--- src/rtl/mux_sc_arb.sv ---
`default_nettype none
// ============================================================================
// Module      : mux_sc_arb
// Description : Two-input valid/ready arbiter feeding the scalable 2:1 mux.
//               The single-entry registered output carries the winning word
//               and its select. Round-robin by default; defining
//               MUX_SC_ARB_PRIO_EN selects fixed A-first priority.
// Revision    : 1.0 - initial release
// ============================================================================
module mux_sc_arb #(
   parameter int SIZE = 1
) (
   input  logic            clk,
   input  logic            rst,
   input  logic [SIZE-1:0] a,
   input  logic            a_valid,
   output logic            a_ready,
   input  logic [SIZE-1:0] b,
   input  logic            b_valid,
   output logic            b_ready,
   output logic            sel,
   output logic [SIZE-1:0] out,
   output logic            out_valid,
   input  logic            out_ready
);

   localparam logic [0:0] c_st_empty = 1'b0;
   localparam logic [0:0] c_st_full  = 1'b1;

   logic [0:0]      r_state;
   logic            r_sel;
   logic            r_last;
   logic [SIZE-1:0] r_out;

   logic            w_accept;
   logic            w_grant;
   logic            w_pick_b;

   // Reset suppresses both readies so no word is lost during the reset cycle.
   assign w_accept = !rst && ((r_state == c_st_empty) || out_ready);
   assign w_grant  = w_accept && (a_valid || b_valid);

`ifdef MUX_SC_ARB_PRIO_EN
   assign w_pick_b = b_valid && !a_valid;
`else
   // On a tie B wins only when A was the most recent grant.
   assign w_pick_b = b_valid && (!a_valid || !r_last);
`endif

   assign a_ready   = w_grant && !w_pick_b;
   assign b_ready   = w_grant &&  w_pick_b;
   assign sel       = r_sel;
   assign out       = r_out;
   assign out_valid = (r_state == c_st_full);

   always_ff @(posedge clk) begin
      if (rst) begin
         r_state <= c_st_empty;
         r_out   <= '0;
         r_sel   <= 1'b0;
         r_last  <= 1'b1;
      end else if (w_grant) begin
         r_state <= c_st_full;
         r_out   <= w_pick_b ? b : a;
         r_sel   <= w_pick_b;
         r_last  <= w_pick_b;
      end else if ((r_state == c_st_full) && out_ready) begin
         r_state <= c_st_empty;
      end
   end

endmodule
`default_nettype wire

--- config.mk ---
export PLATFORM = sky130hd
export DESIGN_NAME = mux_sc_arb
export DESIGN_NICKNAME = d
export VERILOG_FILES = /design/src/rtl/mux_sc_arb.sv
export SDC_FILE = /design/constraint.sdc
export NUM_CORES = 1
export LEC_CHECK = 0
export ABC_CLOCK_PERIOD_IN_PS = 2890
export BUFFER_PORTS_ARGS = -buffer_cell sky130_fd_sc_hd__buf_2
export CORE_AREA = 2 2 39 41
export DETAILED_ROUTE_END_ITERATION = 8
export DIE_AREA = 0 0 41 43
export GPL_ROUTABILITY_DRIVEN = 0
export PLACE_DENSITY = 0.46
export REMOVE_ABC_BUFFERS = 1
export SYNTH_ARGS = -nofsm -noshare
export SYNTH_HDL_FRONTEND = slang
export SYNTH_SLANG_ARGS = --single-unit
--- constraint.sdc ---
create_clock -name clk -period 2.89 [get_ports clk]
set_clock_uncertainty 0.05 [all_clocks]
set_input_delay 0.1445 -clock clk [delete_from_list [all_inputs] [get_ports clk]]
set_output_delay 0.1445 -clock clk [all_outputs]
set_load 0.05 [all_outputs]
* Word level (Yosys, flattened, before mapping)
Index checks and enable logic that the tools add are counted.
** Storage, ports and cells
- Input bits :: 7
- Logic and storage cells :: 22
- Output and inout bits :: 5
- Register bits :: 4
** Operators by class
- Multiplexer cells :: 3
- Bitwise gates (word level) :: 1
- Reduce and logical (&&, ||, !) cells :: 14
** Operator list (count)
- $logic_and A1 B1 Y1 :: 6
- $logic_not A1 Y1 :: 4
- $logic_or A1 B1 Y1 :: 3
- $mux W1 :: 3
- $reduce_bool A2 Y1 :: 1
- $not A1 Y1 :: 1

* Logic depth before layout (Yosys ltp)
- Depth after elaboration :: 5
- Mapped depth :: 3
- Depth with buffers taken out :: 3

* Worst setup path after synthesis
No wires, ideal clock.
- Kind :: reg2out
- From :: reg r_state (netlist: out_valid)
- To :: out b_ready
- Buffers on the path :: 0
- Cell stages (with the launch flop) :: 3
- Data arrival time :: 1.860 ns
- Required time :: 2.696 ns
- Slack :: 0.836 ns
- Cell sequence :: dfxtp_1 > nor2b_1 > nor3b_1
** On the way
- Word-level cells in the longest chain between the ends :: 5
** RTL lines
- from (decl) :: line 30 : logic [0:0] r_state;
- from (signal assigned) :: line 58 : r_state <= c_st_empty;
- from (signal assigned) :: line 63 : r_state <= c_st_full;
- from (signal assigned) :: line 68 : r_state <= c_st_empty;
- $not A1 Y1 :: line 40 : assign w_accept = !rst && ((r_state == c_st_empty) || out_ready);
- $logic_or A1 B1 Y1 :: line 40
- $logic_and A1 B1 Y1 :: line 40
- $logic_and A1 B1 Y1 :: line 41 : assign w_grant = w_accept && (a_valid || b_valid);
- $logic_and A1 B1 Y1 :: line 51 : assign b_ready = w_grant && w_pick_b;
- to (decl) :: line 20 : output logic b_ready,
No other way between the ends.

* Worst setup path in the final report
- From :: reg r_last
- To :: out b_ready
** On the way
- Word-level cells in the longest chain between the ends :: 4
** RTL lines
- from (decl) :: line 32 : logic r_last;
- from (signal assigned) :: line 66 : r_last <= w_pick_b;
- $logic_not A1 Y1 :: line 47 : assign w_pick_b = b_valid && (!a_valid || !r_last);
- $logic_or A1 B1 Y1 :: line 47
- $logic_and A1 B1 Y1 :: line 47
- $logic_and A1 B1 Y1 :: line 51
No other way between the ends.

==> metrics.yaml <==
critical_path:
  cp_data_arrival_time_ns: 1.19
  crit_slowest_cell: "dfxtp_1"
  critical_path_buf_inv_count: 1
  path_max_fanout: 3
  crit_required_ns: 2.70
  r2r_start: "out_valid$_SDFFE_PP0P_"
  crit_chain: "a21boi_2 -> nor3b_1 -> buf_2"
  crit_type: "reg -> out"
  setup.worst_path.start: "r_last$_SDFFE_PP1P_"
  slowest_delay_ns: 0.32
  end_kind: "primary output"
  crit_path_start_kind: "flop"
  critPathTopFamily: "flip-flops"
logic_synthesis:
  netlist_area_um2: 200
  yosysSeqAreaShare_pct: 40.0
  synth_top_area_cell: "dfxtp_1"
  syn_avg_cell_area_um2: 8.34
  synthCells: 24
  synth-warning-count: 0
  yosysUniqueCellTypes: 16
  synthTopCellsByArea: "dfxtp_1 40%, a21oi_1 7.5%, a21boi_2 5.6%"
  synth-seq-cells: 4
  synth_top_area_share_pct: 40.0
die:
  die-area_mm2: 0.00176
  dieHeight_um: 43
  core_region_area_mm2: 0.00138
  rows: 14
  fp.dieW_um: 41
  initial_core_util_pct: 14.5
  io_pins: 12
drt:
  drc_errors: 0
  drt-pass1-iter-count: 2
  ant_nets: 0
  drt_iter0_drc: 4
  wire_per_inst_um: 8.59
  wl_um: 464
  vias: 210
  viasPerCell: 3.89
cells_and_area:
  final_cell_mix: "11 x buf_2, 4 x dfxtp_1, 3 x nand2_1, 3 x a21oi_1, 3 x clkbuf_4"
  layout-drive-gt1-share_pct: 42.1
  area_delta_synth_final_pct: 48.8
  final_common_cell: "buf_2"
  nets: 47
  nFillCells: 156
  diodes: 0
global_routing:
  grt_pass1_vias: 214
  grtUsageTotal_pct: 7.63
  overflow: 0
  antenna_found_initial: 0
  grt_pass1_wl_um: 848
  grt_max_degree: 7
sta:
  max_slew_margin_pct: 80.7
  post-route-period-util_pct: 48.0
  fmax_mhz: 720
  timing.hold.ws_ns: 0.0967
  setup_tns_ns: 0
  grt_setup_unrepaired: "no"
  tightest_slew_ns: 0.288
  hold_violations: 0
  final.min_clock_period_ns: 1.39
  finalSetupViolCount: 0
  slew_violations: 0
placement:
  io_buffers: 11
clock_tree:
  cts_max_level: 1
  cts.repair.resized: 0
  hold_buffers: 0
  cts_max_path_buffers: 2
  post_cts_buffers: 0
  cts_tree: "done"
  cts.clk_slew.worst_paths_ns: 0.04
  cts.sinks: 4
  clk_latency_ns: 0.23
  clockRootBuffer: "clkbuf_4"
  numCtsBuffers: 3
outcome:
  status: "complete, no violations"
min_path:
  holdCritStartpoint: "rst"
  hold_class: "in -> reg"
power:
  peakVddDrop_mv: 0.251
  power_density_mw_per_mm2: 583
  p_leak_uw: 0.000145
run:
  cap_viol_max_count: 0
-- metrics by stage --
step                cell area, um^2  power, uW  worst slack [ns]  cells  util [%]
finish                          298        173              1.50     54      21.5
global route                    298        187              1.37     54      21.5
CTS                             298        178              1.48     54      21.5
detailed placement              275        107              1.74     51      19.9
global placement                275        107              1.75     51      19.9
floorplan                       200       93.5             0.836     24         -
-- cell type report --
cell class                      instances  area (um^2)  share of cell area, %
Tap cell                               16         20.0                   6.72
Sequential cell                         4         80.1                   26.9
Timing Repair Buffer                   11         55.1                   18.5
Inverter                                1         3.75                   1.26
Multi-Input combinational cell         19          116                   39.1
Clock buffer                            3         22.5                   7.56
-- per-layer routing --
| metal | vias up | global-route usage [%] | wire, um |
|---|---|---|---|
| li1 | 114 | - | - |
| met1 | 85 | 9.65 | 213 |
| met2 | 11 | 8.13 | 174 |
| met3 | 0 | 8.90 | 76 |
| met4 | 0 | 2.00 | 0 |
| met5 | - | 0 | 0 |
-- worst paths after layout --
kind / endpoint / slack [ns] / cells past startpoint
min reg2reg: sel$_SDFFE_PP0P_ / 0.43 / 2
max reg2reg: r_last$_SDFFE_PP1P_ / 1.77 / 3
min: sel$_SDFFE_PP0P_ / 0.1 / 2
max: b_ready / 1.50 / 3
-- flip-flops by register name, summed over array words and instances, names as in the netlist --
name and cells:
out_valid 1, r_last 1, out 1, sel 1
-- cells by family after synthesis --
logic type / Yosys count / share of synthesized area (%)
multiplexers: 1 / 5.00
buffers and inverters: 1 / 1.87
AND/OR/NAND/NOR: 11 / 28.8
flip-flops: 4 / 40.0
AO/OA/AOI/OAI: 7 / 24.4
-- worst reg2reg max path, stage by stage (launching register included) --
cell and delay, ns:
dfxtp_1 0.32, nor2b_1 0.28, nor2_1 0.08, a211o_1 0.26
-- synth_stat cells --
cell,instances
dfxtp_1,4
a21oi_1,3
nand2_1,3
nor2_1,2
a211o_1,1
a21boi_2,1
a311oi_1,1
inv_1,1
mux2i_1,1
nand2b_1,1
nor2b_1,1
nor3_1,1
nor3b_1,1
o21ai_0,1
or2_2,1
or2b_1,1
-- power breakdown --
part           internal (uW)  switching [uW]
Clock                   46.4            21.8
Combinational           13.7            29.1
Sequential              60.2            2.40
Total                    120            53.3
(Power assumes the default switching activity.)
